## config.mk

```make
export PLATFORM = sky130hd
export DESIGN_NAME = ram8_bank
export DESIGN_NICKNAME = d
export VERILOG_FILES = /design/src/rtl/ram8_bank.sv
export SDC_FILE = /design/constraint.sdc
export NUM_CORES = 1
export LEC_CHECK = 0
export CAP_MARGIN = 25
export CORE_MARGIN = 1
export CORE_UTILIZATION = 50
export DETAILED_ROUTE_END_ITERATION = 10
export HOLD_SLACK_MARGIN = 0.12
export PLACE_DENSITY = 0.76
export SLEW_MARGIN = 5
export SYNTH_ARGS = -nofsm -noshare
export SYNTH_HDL_FRONTEND = slang
export SYNTH_SLANG_ARGS = --single-unit
export TNS_END_PERCENT = 20
```

## constraint.sdc

```tcl
create_clock -name clk -period 1.5 [get_ports clk]
set_input_delay 0.45 -clock clk [delete_from_list [all_inputs] [get_ports clk]]
set_output_delay 0.45 -clock clk [all_outputs]
set_load 0.1 [all_outputs]
```

## src/rtl/ram8_bank.sv

```systemverilog
// ram8_bank: eight-word register file, WIDTH bits per word.
//
// This is the leaf storage stage of the RAM64/RAM512 hierarchy.
// - The load strobe is decoded one-hot by address into eight word registers.
// - A registered 8:1 read mux drives `out`.
// - A built-in clear sequencer zeroes all eight words over eight cycles.
//
// Optional feature (compile-time macro RAM8_PARITY_EN):
//   Each word carries a stored parity bit, and `parity_err` flags a mismatch
//   on the registered read. When the macro is undefined, `parity_err` is
//   tied to 0 and `err_inject` is ignored.
//
// Ports:
//   clk        - single clock; all state changes on the rising edge
//   reset_n    - asynchronous, active-low reset
//   in         - write data (WIDTH bits)
//   load       - write strobe for word[address]
//   address    - word select 0..7
//   clear      - start an 8-cycle zeroing sweep
//   err_inject - invert the stored parity bit on this write (parity build only)
//   out        - registered read data, 1-cycle latency
//   busy       - high while the clear sweep is active
//   parity_err - registered parity mismatch flag aligned with `out`
//
// Handshake: there is no valid/ready pair.
// - `load` and `clear` are single-cycle strobes, sampled on every rising edge.
// - While `busy` is high, both strobes are ignored; the caller must wait for
//   `busy` low before issuing further writes or clears.
module ram8_bank #(
  parameter int WIDTH = 16
) (
  input  logic             clk,
  input  logic             reset_n,
  input  logic [WIDTH-1:0] in,
  input  logic             load,
  input  logic [2:0]       address,
  input  logic             clear,
  input  logic             err_inject,
  output logic [WIDTH-1:0] out,
  output logic             busy,
  output logic             parity_err
);

  typedef enum logic {
    IDLE  = 1'b0,
    SWEEP = 1'b1
  } state_t;

  state_t           state_q, state_d;
  logic [2:0]       idx_q, idx_d;
  logic [WIDTH-1:0] mem_q [8];
  logic [WIDTH-1:0] out_q;
  logic             wr_en;

  // A clear request takes priority over a coincident load, and that load is
  // dropped.
  assign wr_en = (state_q == IDLE) && load && !clear;

  // Next-state logic for the clear sequencer.
  always_comb begin
    state_d = state_q;
    idx_d   = idx_q;
    case (state_q)
      IDLE: begin
        if (clear) begin
          state_d = SWEEP;
          idx_d   = 3'd0;
        end
      end
      SWEEP: begin
        // The 7 -> 0 wrap of idx coincides with the exit back to IDLE.
        idx_d = idx_q + 3'd1;
        if (idx_q == 3'd7) state_d = IDLE;
      end
      default: state_d = IDLE;
    endcase
  end

  always_ff @(posedge clk or negedge reset_n) begin
    if (!reset_n) begin
      state_q <= IDLE;
      idx_q   <= 3'd0;
    end else begin
      state_q <= state_d;
      idx_q   <= idx_d;
    end
  end

  // Word storage and registered read. Reads are write-first: a write and a
  // read to the same address on the same edge return the new data.
  always_ff @(posedge clk or negedge reset_n) begin
    if (!reset_n) begin
      for (int i = 0; i < 8; i++) mem_q[i] <= '0;
      out_q <= '0;
    end else if (state_q == SWEEP) begin
      mem_q[idx_q] <= '0;
      out_q        <= '0;
    end else if (wr_en) begin
      mem_q[address] <= in;
      out_q          <= in;
    end else begin
      out_q <= mem_q[address];
    end
  end

  assign out  = out_q;
  assign busy = (state_q == SWEEP);

`ifdef RAM8_PARITY_EN
  logic [7:0] par_q;
  logic       perr_q;

  always_ff @(posedge clk or negedge reset_n) begin
    if (!reset_n) begin
      par_q  <= '0;
      perr_q <= 1'b0;
    end else if (state_q == SWEEP) begin
      par_q[idx_q] <= 1'b0;
      perr_q       <= 1'b0;
    end else if (wr_en) begin
      par_q[address] <= (^in) ^ err_inject;
      // On a write-first bypass the stored and recomputed parity differ
      // exactly by the injected flip.
      perr_q         <= err_inject;
    end else begin
      perr_q <= (^mem_q[address]) != par_q[address];
    end
  end

  assign parity_err = perr_q;
`else
  logic unused_err_inject;
  assign unused_err_inject = err_inject;
  assign parity_err        = 1'b0;
`endif

endmodule

```

# After elaboration in Yosys (flattened, before gate mapping)

Cells that the tools add are included.

Add/sub/neg operators: 1
Magnitude comparators: 4
Equality and inequality tests: 2
Muxes and demuxes: 17
Bitwise gates (word level): 5
Reductions and logical operators: 6

Operators by type and width:

| kind                                                | count |
|---|---|
| 2-to-1 mux 128 bit                                  | 2 |
| bitwise AND 128 bit                                 | 1 |
| bitwise mux 128 bit                                 | 1 |
| inverter 128 bit                                    | 1 |
| demux 16 bit (select 3 bit)                         | 2 |
| 2-to-1 mux 16 bit                                   | 6 |
| binary-select mux 16 bit (select 3 bit)             | 1 |
| >= comparator 4 bit (second input constant)         | 2 |
| < comparator 4 x 1 -> 1 bit (second input constant) | 2 |
| inverter 3 -> 4 bit                                 | 2 |
| one-hot mux 3 bit (2 select lines)                  | 1 |
| logical AND 1 bit                                   | 4 |
| adder 3 x 1 -> 3 bit (second input constant)        | 1 |
| == test 3 bit (second input constant)               | 1 |
| 2-to-1 mux 3 bit                                    | 1 |
| 2-to-1 mux 1 bit                                    | 2 |
| inequality test 2 bit (second input constant)       | 1 |
| one-hot mux 1 bit (2 select lines)                  | 1 |
| nonzero test 2 bit                                  | 1 |
| logical NOT 1 bit                                   | 1 |
| inverter 1 bit                                      | 1 |

Register bits after elaboration: 148
Bits of input ports: 24
Output and inout bits: 18
Logic and storage cells: 46

# Logic depth before layout (Yosys ltp)

Gate-level depths: netlist of run 1.

Word-level depth: 8
Mapped depth: 8
Gate-level depth less buffers: 4

# Least setup slack after synthesis of run 1

OpenSTA, ideal clock, no wires.

Kind: register to register
Start point: reg state_q (netlist: busy)
End point: reg mem_q[114] in the netlist's numbering
Library setup time: 127 ps
Arrival time: 2,046 ps
Required time: 1,373 ps
Slack: -673 ps
Stages on the path, launching flop included: 6
Path buffers: 2
Period minus slack after synthesis: 2,173 ps
Path through: dfrtp_1 buf_2 or4b_4 nor3_4 clkbuf_2 o21ai_0

Longest elaborated chain between the ends: 4
Elaborated cells on any way between the ends: 5
Those cells by class: mux (1); bitwise (1); reduce/logical (3)

RTL lines:

| item                                | line | text |
|---|---|---|
| start: declaration                  | 49   | `state_t state_q, state_d;` |
| start signal: assignment            | 84   | `state_q <= state_d;` |
| inverter 1 bit                      | -    |  |
| logical AND 1 bit (2 in a row)      | 57   | `assign wr_en = (state_q == IDLE) && load && !clear;` |
| nonzero test 2 bit (no source line) | -    |  |
| end signal: indexed assignment      | 99   | `mem_q[address] <= in;` |
| end: declaration                    | 51   | `logic [WIDTH-1:0] mem_q [8];` |

Several ways; a longest one is shown, not always the timed one.
A chain may end at the register's enable or synchronous reset.

# Worst setup path after layout of run 1

Start point: reg state_q (netlist: busy)
End point: reg mem_q[68] in the netlist's numbering

The elaborated chain is that of the path after synthesis.

==> metrics.md, run 1 <==
| Metric | Value |
|---|---|
| Die Wd | `121.6 um` |
| Most frequent cell after synthesis | `nand2_1` |
| Register area | `between 3000 and 4000 um^2` |
| Routability cong. | `around 0.9` |
| Outcome | `complete, but fails checks` |
| Via-to-Cell Ratio | `~6.4` |
| Met2 GRT Util | `a little over half` |
| GR peak layer | `met2` |
| Post-DP HPWL | `between 15000 and 20000 um` |
| Post-synth top area cell | `dfrtp_1` |
| Clock-pin slew on the worst setup and hold paths | `around 0.06 ns` |
| Die area | `14780 um^2` |
| CTS max path bufs | `2` |
| Largest net degree at the start of global routing | `51` |
| GRT Total Usage | `a little over a third` |
| CP max stage delay | `about 0.49 ns` |
| Number of global-route vias before repair | `6842` |
| Num CTS Buffers | `17` |
| Period utilization | `120.2%` |
| Post-DR wirelength/cell | `22.69 um` |
| Antenna fix cells | `0` |
| Most frequent CP cell | `buf_6` |
| CP startpoint kind | `register` |
| WHS | `around 0.47 ns` |
| Worst setup EP type | `register` |
| Mapped Cells | `813` |
| Setup CP Type | `reg2reg` |
| Clock skew | `between 0.008 and 0.009 ns` |
| Met3 Usage GRT | `11.52%` |
| Number of core rows | `43` |
| Ys Warns | `0` |
| Chip height | `between 100 and 150 um` |
| Unrepaired setup endpoints after global routing | `yes` |
| Met1 Usage GRT | `45.12%` |
| Clock sink count | `approximately 150` |
| Sequential fraction of the synthesis area | `51.82%` |
| Initial Util | `between 50% and 60%` |
| P per Cell Area | `1563 nW/um^2` |
| Slew Viols, Final | `0` |
| First-pass GRT wire length | `37990 um` |
| CP cell instances | `buf_6, buf_6, nor2_4, buf_6, and4_4, buf_6, buf_8, o21ai_2` |
| Post-synth top flop | `dfrtp_1` |
| VDD IR max | `just under 0.9 mV` |
| Crit path time final | `1.803 ns` |
| Worst Path Arrival | `approximately 2.1 ns` |
| Max Clock Freq | `554.6 MHz` |
| # port buffers | `39` |
| Footprint of the multi-input gates | `between 3000 and 4000 um^2` |
| Top cells by count, synth | `271 x nand2_1, 148 x dfrtp_1, 71 x nand3_1, 65 x o21ai_0, 45 x clkbuf_1` |
| Synth top area share | `around half` |
| Type of the most critical hold path | `in2async` |
| Grt total ovfl | `0` |
| Core box area | `13930 um^2` |
| EDFF count, synth | `0` |
| Syn nets | `839` |
| Syn Std Cell Area | `~7000 um^2` |
| Ys async rst share | `100.0%` |
| ANT nets after route | `0` |
| Final hold viol count | `0` |
| Synthesized area per cell | `a little under 9 um^2` |
| Max-cap violations | `0` |
| Synth-to-layout area growth | `39.51%` |
| CP max-delay cell | `dfrtp_4` |
| Depth of the CTS H-tree | `4` |
| Fillers | `880` |
| CTS tree | `yes` |
| First drt pass iteration count | `6` |
| Worst setup margin | `-0.3030 ns` |
| # setup viols final | `133` |
| CP Max Fanout | `5` |
| Via Count | `slightly above 7000` |
| Clock root buffer master | `clkbuf_16` |
| Data required, critical path | `approximately 1.8 ns` |
| Worst-Skew Late Latency | `~0.43 ns` |
| Pwr Total | `between 15 and 20 mW` |
| Synth top area cells | `dfrtp_1 52%, nand2_1 14%, nand3_1 5.0%, o21ai_0 4.6%, clkbuf_1 2.4%` |
| Drt drc | `0` |
| Unique masters post-synth | `44` |
| Flops & latches, synth | `approximately 150` |
| WL final | `about 26000 um` |
| I/O pin count | `42` |
| Violated checks | `setup timing` |
| Layout cells sized above 1 | `a little under a third` |
| Setup tns final | `-28.31 ns` |
| Layout Nets | `just under 1000` |
| Initial antenna violation count | `0` |
| Initial detailed-routing violation count | `around 1000` |
| Lkg Pwr | `4.704 nW` |
-- per-stage QoR --
step / setup WS, ns / instance area [um^2] / cells / util, %
final: -0.3030 / 9971 / 1129 / 71.55
after detailed placement: -0.6152 / 8625 / 1076 / 61.89
after global placement: -0.5693 / 8625 / 1076 / 61.89
after floorplan: -0.4322 / 7181 / 813 / -
after global routing: -0.3380 / 9971 / 1129 / 71.55
after CTS: -0.2846 / 9689 / 1126 / 69.53
-- metal layers --
layer,part of all wire (%),up-vias
met1,36,3438
met2,45,560
li1,-,3021
met5,0,-
met4,6.0,0
met3,13,154
-- registers in the layout (all words and copies together), names as in the netlist --
register  flops
busy          1
idx_q         3
mem_q       128
out          16
-- power breakdown --
| part | total [mW] | leakage, nW | switching, mW | internal, mW |
|---|---|---|---|---|
| logic | 5.26 | 2.38 | 3.19 | 2.07 |
| registers | 5.81 | 2.03 | 0.744 | 5.06 |
| clock network | 4.52 | 0.301 | 1.71 | 2.81 |
| total | 15.6 | 4.70 | 5.65 | 9.94 |
-- cell type report --
cell class,instances,area share [%]
timing repair buffer,182,20.09
tap,180,2.259
inverter,2,0.07529
clock inverter,14,1.857
multi-input combinational,585,34.13
sequential,148,37.18
clock buffer,18,4.405
-- final timing paths --
check	depth (start not counted)	slack, ns	from	endpoint
max in group asynchronous	3	0.45	reset_n	mem_q[43]
hold reg to reg	2	0.50	mem_q[36]	mem_q[36]
min in group clk	2	0.50	mem_q[36]	mem_q[36]
setup / recovery	8	-0.30	busy	mem_q[68]
setup reg to reg	8	-0.30	busy	mem_q[68]
hold / removal	2	0.47	reset_n	mem_q[67]
-- critical path: cells and delay by family (launching register included) --
kind | cells | cell delay, ns
AO/OA/AOI/OAI | 1 | 0.08
AND/OR/NAND/NOR | 2 | 0.46
flip-flops | 1 | 0.49
buffers and inverters | 5 | 0.65
-- placed cells by master (no fill, tap or decap), types with 3 or more instances in the layout --
master           instances
and4_4                   3
a22oi_1                 12
clkinv_2                 5
o21ai_0                  8
a21oi_1                  5
nor2_1                  22
a221oi_1                 6
dfrtp_1                147
buf_8                   10
bufinv_16                4
nor2_4                   5
o21ai_2                 11
clkinvlp_4               3
nand4_1                  4
a221oi_2                 5
mux2i_1                 12
a22o_1                  11
nand3_2                 24
nand3_1                 47
o21ai_1                 52
nor3_1                   3
nand2_2                 20
and2_1                   3
nor2b_1                  6
a311oi_1                 6
a221o_1                  6
o211ai_1                 4
o21a_1                   4
buf_6                   28
a311oi_2                 3
buf_4                   90
clkbuf_16               17
buf_12                  30
a21o_1                   6
mux2_2                  14
a31oi_1                  7
clkdlybuf4s50_1         17
nand2_1                250
-- repair_timing --
item | in CTS | in global routing
pin swaps | 20 | 35
cloned | 7 | 2
hold buffers | 1 | 0
endpoints found under the setup margin | 138 | 144
setup buffers | 10 | 3
resized for setup | 115 | 78
hold endpoints to repair | 24 | 0
-- kinds of logic after synthesis --
group	count (synthesis)	synth area share [%]
compound gates	150	13.74
buf+inv	80	5.375
mux	27	4.202
fa+ha+maj	2	0.3501
other cells	1	0.05247
simple gates	405	24.46
flops	148	51.82
(Power assumes the default switching activity.)
==> run 2, diff against run 1 <==
ABC_AREA = 1   (was unset)
==> run 2 against run 1 <==
  * The flow still finishes with violations (setup timing)
  * Via count shrank 1.2%
  * Sequential power fell by 16%
  * Die area is 0.35% higher
  * Clock power is 6.0% lower
  * Core utilization down 3.9 points
  * Largest cell class unchanged
  * Highest routed layer unchanged
==> metrics.md, run 2 <==
| Metric | Value |
|---|---|
| Unrepaired setup endpoints after global routing | `yes` |
| Depth of the CTS H-tree | `4 (unchanged)` |
| Most frequent cell after synthesis | `nand2_1` |
| Violated checks | `setup timing` |
| Die Wd | `121.8 um (+0.17%)` |
| # port buffers | `39 (unchanged)` |
| Pre-CTS setup slack | `-0.5937 ns (+0.02154 ns)` |
| Register area | `3707 um^2 (unchanged)` |
| Layout cells sized above 1 | `20.41% (-11 points)` |
| Routability cong. | `0.9071 (-0.82%)` |
| First-pass GRT wire length | `34780 um (-8.5%)` |
| First drt pass iteration count | `5 (-1)` |
| Post-DP HPWL | `13780 um (-8.4%)` |
| Num CTS Buffers | `17 (unchanged)` |
| CTS tree | `yes` |
| Data required, critical path | `1.05 ns (-0.76 ns)` |
| EDFF count, synth | `0 (unchanged)` |
| Top cells by count, synth | `188 x nand2_1, 148 x dfrtp_1, 133 x nand3_1, 101 x inv_1, 90 x o21ai_0` |
| Initial antenna violation count | `0 (unchanged)` |
| Type of the most critical hold path | `in2async` |
| I/O pin count | `42 (unchanged)` |
| CP max stage delay | `0.50 ns (about the same)` |
| Final hold viol count | `0 (unchanged)` |
| Via-to-Cell Ratio | `6.082 (-4.3%)` |
| Syn Std Cell Area | `7172 um^2 (+0.35%)` |
| Worst-Skew Late Latency | `0.43 ns (about the same)` |
| Ys Warns | `0 (unchanged)` |
| CTS max path bufs | `2 (unchanged)` |
| Top reg by flops | `mem_q` |
| Unique masters post-synth | `26 (-41%)` |
| ANT nets after route | `0 (unchanged)` |
| Sequential fraction of the synthesis area | `51.64% (-0.18 points)` |
| Chip height | `121.8 um (+0.17%)` |
| Die area | `14830 um^2 (+0.35%)` |
| Crit path time final | `1.662 ns (-0.1413 ns)` |
| Largest net degree at the start of global routing | `53 (+3.9%)` |
| Synth-to-layout area growth | `31.39%` |
| Max-cap violations | `0 (unchanged)` |
| GRT Total Usage | `31.27% (-3.9 points)` |
| Mapped Cells | `878 (+8.0%)` |
| Worst Path Arrival | `1.21 ns (-0.91 ns)` |
| Setup tns final | `-0.8513 ns (+27.46 ns)` |
| Flops & latches, synth | `148 (unchanged)` |
| CP cell instances | `buf_6, buf_12` |
| Post-synth top flop | `dfrtp_1` |
| Post-synth top area cell | `dfrtp_1` |
| Outcome | `complete, but fails checks` |
| Synthesized area per cell | `8.168 um^2 (-7.1%)` |
| Clock-pin slew on the worst setup and hold paths | `0.06 ns (about the same)` |
| # setup viols final | `30 (-77%)` |
| VDD IR max | `0.9745 mV (+9.1%)` |
| Number of core rows | `43 (unchanged)` |
| Reg2Reg Depth | `6 (-2)` |
| Initial detailed-routing violation count | `892 (-13%)` |
| Largest register FFs | `128 (unchanged)` |
| Worst setup margin | `-0.1617 ns (+0.1413 ns)` |
| Syn nets | `904 (+7.7%)` |
| Critical R2R Launch | `busy` |
| Number of global-route vias before repair | `6538 (-4.4%)` |
| Layout Nets | `998 (+3.7%)` |
| Drt drc | `0 (unchanged)` |
| Setup CP Type | `reg2out` |
| Worst setup EP type | `output pin` |
| Clock root buffer master | `clkbuf_16` |
| Antenna fix cells | `0 (unchanged)` |
| P per Cell Area | `1404 nW/um^2 (-10%)` |
| Synth top area share | `51.64% (-0.18 points)` |
| CP Max Fanout | `4 (-1)` |
| Synth top area cells | `dfrtp_1 52%, nand2_1 9.8%, nand3_1 9.3%, o21ai_0 6.3%, inv_1 5.3%` |
| WL final | `23530 um (-8.1%)` |
| Max Clock Freq | `601.8 MHz (+8.5%)` |
| Setup slack, reg-to-reg | `-0.06 ns (+0.24 ns)` |
| Most common cell after layout, fill and taps aside | `nand2_1` |
| Period utilization | `110.8% (-9.4 points)` |
| CP max-delay cell | `dfrtp_4` |
| Clock sink count | `148 (unchanged)` |
| Ys async rst share | `100.0% (unchanged)` |
| Core box area | `13930 um^2 (unchanged)` |
| Lkg Pwr | `4.778 nW (+1.6%)` |
| Initial Util | `51.47% (+0.18 points)` |
| Reg-to-Reg End | `mem_q[17]` |
| Grt total ovfl | `0 (unchanged)` |
| Commonest cells after routing, fill and taps aside | `178 x nand2_1, 147 x dfrtp_1, 124 x nand3_1, 99 x inv_1, 70 x o21ai_0` |
| CP startpoint kind | `register` |
| Pwr Total | `13.23 mW (-15%)` |
| Clock skew | `0.008510 ns (-0.0002778 ns)` |
| Fillers | `1020 (+16%)` |
| Via Count | `7086 (-1.2%)` |
| Slew Viols, Final | `0 (unchanged)` |
| Post-DR wirelength/cell | `20.20 um (-11%)` |
| Footprint of the multi-input gates | `2969 um^2 (-13%)` |
-- run 2: changes by cell type after synthesis, sizes merged, moves of 14 or more --
cell | previous run | this run
o22ai | 0 | 44
nand4 | 4 | 34
inv | 2 | 106
nor2 | 27 | 43
clkbuf | 48 | 26
nand3 | 71 | 134
o21ai | 71 | 106
nand2 | 271 | 189
mux2 | 14 | 0
-- run 2: layer usage --
layer  routed length [um]  vias to the layer above  GRT usage, %  share of wire [%]
met1                 8862                     3335         40.75                 38
met5                    0                        -             0                  0
met3                 2503                      132         7.537                 11
met4                 1326                        0         14.66                5.6
li1                     -                     3115             -                  -
met2                10840                      504         49.19                 46
-- run 2: where the power goes --
part           internal (mW)  switching, mW
clock                   2.56           1.69
sequential              4.54          0.363
combinational           1.55           2.53
-- run 2: cell families after synthesis --
kind of cell	share of synthesized area, %
other	0.05229
AO/OA/AOI/OAI	12.77
flip-flops	51.64
buffers and inverters	10.08
adder cells (fa/ha/maj)	0.3489
AND/OR/NAND/NOR	25.10
-- run 2: timing repair --
item,4_1_cts,5_1_grt
hold endpoints to repair,120,0
pin swaps,0,2
cloned,1,9
setup endpoints to repair,137,129
resized for setup,15,77
hold buffers,1,0
setup buffers,3,2
-- run 2: worst max path at each step --
stage	from	to	slack, ns	depth (start not counted)
6_report	busy	busy	-0.16	2
5_1_grt	busy	busy	-0.18	2
4_1_cts	busy	busy	-0.17	2
3_5_place_dp	address[2]	out[12]	-0.59	11
3_3_place_gp	address[2]	out[12]	-0.60	11
2_1_floorplan	busy	mem_q[30]	-0.26	8
-- run 2: cell type report --
cell class | count | area share [%]
sequential | 148 | 39.34
multi-input combinational | 565 | 31.51
timing repair buffer | 133 | 16.11
clock buffer | 22 | 5.033
inverter | 106 | 4.382
tap | 180 | 2.390
clock inverter | 10 | 1.115
timing repair inverter | 1 | 0.1195
-- run 2: critical path, delay by kind of cell, from the launching register on --
kind                   cells  cell delay (ns)
DFF                        1             0.50
buffers and inverters      2             0.28
-- run 2: stage by stage --
step	hold slack (ns)	utilization [%]	instances	cell area (um^2)
after floorplan	0.1544	-	878	7209
after global placement	0.2631	60.14	1117	8381
after detailed placement	0.2640	60.14	1117	8381
after CTS	0.3776	64.97	1154	9054
after global routing	0.3866	67.62	1165	9423
final	0.3854	67.62	1165	9423
==> run 3, diff against run 2 <==
HOLD_SLACK_MARGIN = 0.08   (was 0.12)
==> results of run 3 <==
No change in the layout: final DEF, timing and power equal those of run 2.
==> patch 1: new RTL, settings of run 3 <==
Add a define of `RAM8_PARITY_EN`.
--- a/src/rtl/ram8_bank.sv
+++ b/src/rtl/ram8_bank.sv
@@ -26,6 +26,8 @@
 // - `load` and `clear` are single-cycle strobes, sampled on every rising edge.
 // - While `busy` is high, both strobes are ignored; the caller must wait for
 //   `busy` low before issuing further writes or clears.
+`define RAM8_PARITY_EN
+
 module ram8_bank #(
   parameter int WIDTH = 16
 ) (
Check against the original RTL: not equivalent (Yosys sat finds a counterexample within 4 cycles, from zero or initial values and one cycle with reset_n low).
==> patch 1 against run 3 <==
The run ends with design-rule violations, negative setup slack left. Clock skew is 0.0048 ns higher. Cell count up 24%. Combinational power up 70%. Hold slack better by 0.086 ns. Area after synthesis increased by 9.4%. Wire length rose by 53%. Critical path type is now flip-flop to flip-flop. Total power increased by 28%. Sequential cell count up 9. Setup slack got worse by 0.53 ns. Largest power group is now combinational logic. Design area grew 29%. Core utilization rose by 12 points. Die area up 9.2%. Critical path depth rose by 14. Critical endpoint is now parity_err.
==> patch 1: results (changes against run 3) <==
* Resized cells post-CTS at 155 (was 15)
* Vias in the first global route at 8862 (was 6538)
* Violated checks: design-rule violations, negative setup slack (was negative setup slack)
* First-pass GRT wire length at 46.8 mm (was 34.8 mm)
* Largest cells by area after synthesis: dfrtp_1 (50%), nand2_1 (16%), o21ai_0 (6.3%) (was dfrtp_1 (52%), nand2_1 (9.8%), nand3_1 (9.3%))
* Distinct cell type count after synthesis at 25 (was 26)
* Core area at 0.0153 mm² (was 0.0139 mm²)
* DRC Markers at 8 (was 0)
* CP startpoint: mem_q[88] (was busy)
* Worst-path fanout max at 2 (was 4)
* Crit path setup slack, layout at -0.690 ns (was -0.162 ns)
* Setup-failing EPs final at 152 (was 30)
* Final net count at 1250 (was 998)
* Pleak at 5.91 nW (was 4.78 nW)
* VDD IR max at 1.04 mV (was 0.974 mV)
* Data buffer area share at 23.9% (was 16.1%)
* Multi-input gates at 666 (was 565)
* M3 GR Usage at 13.7% (was 7.54%)
* Status: complete, but fails checks (unchanged)
* Repair and plain buffers at 248 (was 133)
* Post-Route WL at 35.9 mm (was 23.5 mm)
* Drt initial violations at 1626 (was 892)
* Post-CTS setup buffers at 13 (was 3)
* Multi-input gate area at 0.00387 mm² (was 0.00297 mm²)
* Setup Skew at 0.0133 ns (was 0.00851 ns)
* GP Congestion at 0.898 (was 0.907)
* Vias at 9486 (was 7086)
## patch 1: cell count changes after synthesis, moves of 10 or more
cell / delta
nand4_1: -30
xnor2_1: +12
nor2_1: -27
inv_1: +27
nand3_1: -46
o22ai_2: -10
o22ai_1: +34
o211ai_1: +16
nand2_1: +146
## patch 1: through the flow
step	util, %	instances	TNS, ns	hold slack, ns
6_report	79.4	1448	-24.53	0.472
5_1_grt	79.4	1448	-26.28	0.489
4_1_cts	75.1	1431	-5.06	0.466
3_5_place_dp	66.2	1375	-95.80	0.371
3_3_place_gp	66.2	1375	-96.12	0.371
2_1_floorplan	-	1013	-25.18	0.154
## patch 1: power breakdown
| part | switching (mW) | leakage [nW] | internal, mW |
|---|---|---|---|
| Sequential | 0.421 | 2.17 | 4.83 |
| Combinational | 4.18 | 3.44 | 2.77 |
| Clock | 1.83 | 0.300 | 2.87 |
## patch 1: cell families (layout without fill, tap and decap cells)
| logic type | count (synthesis) | in the layout | synth area share [%] |
|---|---|---|---|
| adders and majority gates | 2 | 2 | 0.319 |
| DFF | 157 | 157 | 50.1 |
| and+or+nand+nor | 441 | 441 | 22.7 |
| xor gates and xnor gates | 17 | 17 | 1.90 |
| buffers and inverters | 190 | 414 | 10.2 |
| AOI/OAI and AO/OA | 206 | 206 | 14.8 |
## patch 1: path summary, 6_finish.rpt
path	to	slack, ns	cells past startpoint
setup / recovery	parity_err	-0.69	16
hold / removal	mem_q[65]	0.47	2
hold reg to reg	mem_q[43]	0.52	2
min in group clk	parity_err	0.48	4
max in group asynchronous	par_q[5]	0.49	3
setup reg to reg	parity_err	-0.69	16
==> patch 2: new RTL, config.mk and constraints of run 3 <==
Without the edit above. Register the inputs `load` and `clear` before use, without a reset. The logic sees them one clock later. The other inputs are not delayed to match. Comments in the files are not updated.
--- a/src/rtl/ram8_bank.sv
+++ b/src/rtl/ram8_bank.sv
@@ -46,6 +46,14 @@
     SWEEP = 1'b1
   } state_t;
 
+  logic load_q;
+  logic clear_q;
+
+  always_ff @(posedge clk) begin
+    load_q  <= load;
+    clear_q <= clear;
+  end
+
   state_t           state_q, state_d;
   logic [2:0]       idx_q, idx_d;
   logic [WIDTH-1:0] mem_q [8];
@@ -54,7 +62,7 @@
 
   // A clear request takes priority over a coincident load, and that load is
   // dropped.
-  assign wr_en = (state_q == IDLE) && load && !clear;
+  assign wr_en = (state_q == IDLE) && load_q && !clear_q;
 
   // Next-state logic for the clear sequencer.
   always_comb begin
@@ -62,7 +70,7 @@
     idx_d   = idx_q;
     case (state_q)
       IDLE: begin
-        if (clear) begin
+        if (clear_q) begin
           state_d = SWEEP;
           idx_d   = 3'd0;
         end
Function: changed (Yosys sat finds a counterexample within 4 cycles, from zero or initial values and one cycle with reset_n low).
==> patch 2 against run 3 <==
The flow still finishes with violations (negative setup slack). Sequential cell count is 2 higher. Count of clock-buffer cells in the layout increased by 5. Total power is 2.0% higher. Area after synthesis rose by 0.65%. Setup slack better by 0.0052 ns. Wire length is 2.8% lower. Design area barely moved. Critical path type unchanged. Fmax up 0.32%.
==> patch 2: results (changes against run 3) <==
* Status: complete, but fails checks (unchanged)
* Violated checks: negative setup slack (unchanged)
* Post-CTS setup buffers at 6 (was 3)
* Pre-CTS setup slack at -0.273 ns (was -0.594 ns)
* Multi-input gate share of total cell area at 32.0% (was 31.5%)
* Met2 wire length at 10.8 mm (about the same)
* M3 GR Usage at 6.74% (was 7.54%)
* Repair and plain buffers at 126 (was 133)
* Synthesized-area fraction occupied by adder cells at 0.347% (was 0.349%)
* Sequential cell area share at 39.8% (was 39.3%)
* Distinct cell type count after synthesis at 27 (was 26)
* WL per Instance at 19.8 µm (was 20.2 µm)
* Power Dens Cells at 1430 mW/mm² (was 1400 mW/mm²)
* Overall Global Routing Usage at 31.3% (about the same)
* Clock Buffer Count at 27 (was 22)
* Core area at 0.0140 mm² (was 0.0139 mm²)
* Met2 Usage GRT at 47.0% (was 49.2%)
* Resized cells post-CTS at 19 (was 15)
* Largest cells by area after synthesis: dfrtp_1 (51%), nand3_1 (8.7%), nand2_1 (8.7%) (was dfrtp_1 (52%), nand2_1 (9.8%), nand3_1 (9.3%))
* Largest net degree at the start of global routing at 49 (was 53)
* Crit path setup slack, layout at -0.156 ns (was -0.162 ns)
* Setup Skew at 0.00821 ns (was 0.00851 ns)
* Pleak at 4.71 nW (was 4.78 nW)
* Seq/Total Area, Yosys at 51.9% (was 51.6%)
* Data buffer area share at 15.8% (was 16.1%)
* Met1 Usage GRT at 42.9% (was 40.8%)
* First-pass GRT wire length at 34.5 mm (was 34.8 mm)
* Synth Net Count at 900 (was 904)
* Drt initial violations at 1026 (was 892)
* Worst-path fanout max at 2 (was 4)
* Compound-Gate Fraction of Synth Area at 11.9% (was 12.8%)
* Dpl hpwl at 13.9 mm (was 13.8 mm)
* Worst hold path class: input port to flip-flop (was input port to async pin)
* Share of cells above drive strength 1 at 21.8% (was 20.4%)
* GP Congestion at 0.864 (was 0.907)
* Dpl cell area at 0.00847 mm² (was 0.00838 mm²)
* Seq_cells at 150 (was 148)
* Clock buf/inv share at 5.55% (was 6.15%)
* Setup-failing EPs final at 87 (was 30)
* Vias at 6957 (was 7086)
* VDD IR max at 1.37 mV (was 0.974 mV)
* Setup_tns at -4.49 ns (was -0.851 ns)
* Routed metal-1 wire length at 8.99 mm (was 8.86 mm)
* Number of fill cells in the layout at 1095 (was 1020)
* Placed insts at 1109 (was 1117)
* Signal inverters at 109 (was 107)
* Mapped Cells at 874 (was 878)
* Met3 WL at 2.18 mm (was 2.50 mm)
[patch 2: cell count changes in the layout (fill, tap and decap cells not counted), moves of 4 or more]
cell and change:
nand3_2 +20, buf_4 -12, o21ai_1 +19, buf_6 +7, clkbuf_1 +4, nand3_1 -22
o21ai_2 +6, buf_12 +4, o21ai_0 -22, nand4_1 +12, nand2_1 -21
[patch 2: where the power goes]
group          internal [mW]  switching, mW  total [mW]  leakage, nW
clock                   2.27           1.57        3.84        0.261
combinational           1.74           2.78        4.52         2.39
sequential              4.71          0.425        5.13         2.06
[patch 2: worst paths after layout]
path,end,slack (ns),cells after the start
min in group asynchronous,idx_q[0],0.47,2
max in group asynchronous,out[9],0.46,3
hold / removal,clear_q,0.46,1
setup reg to reg,mem_q[79],-0.11,6
hold reg to reg,mem_q[125],0.51,2
setup / recovery,busy,-0.16,2
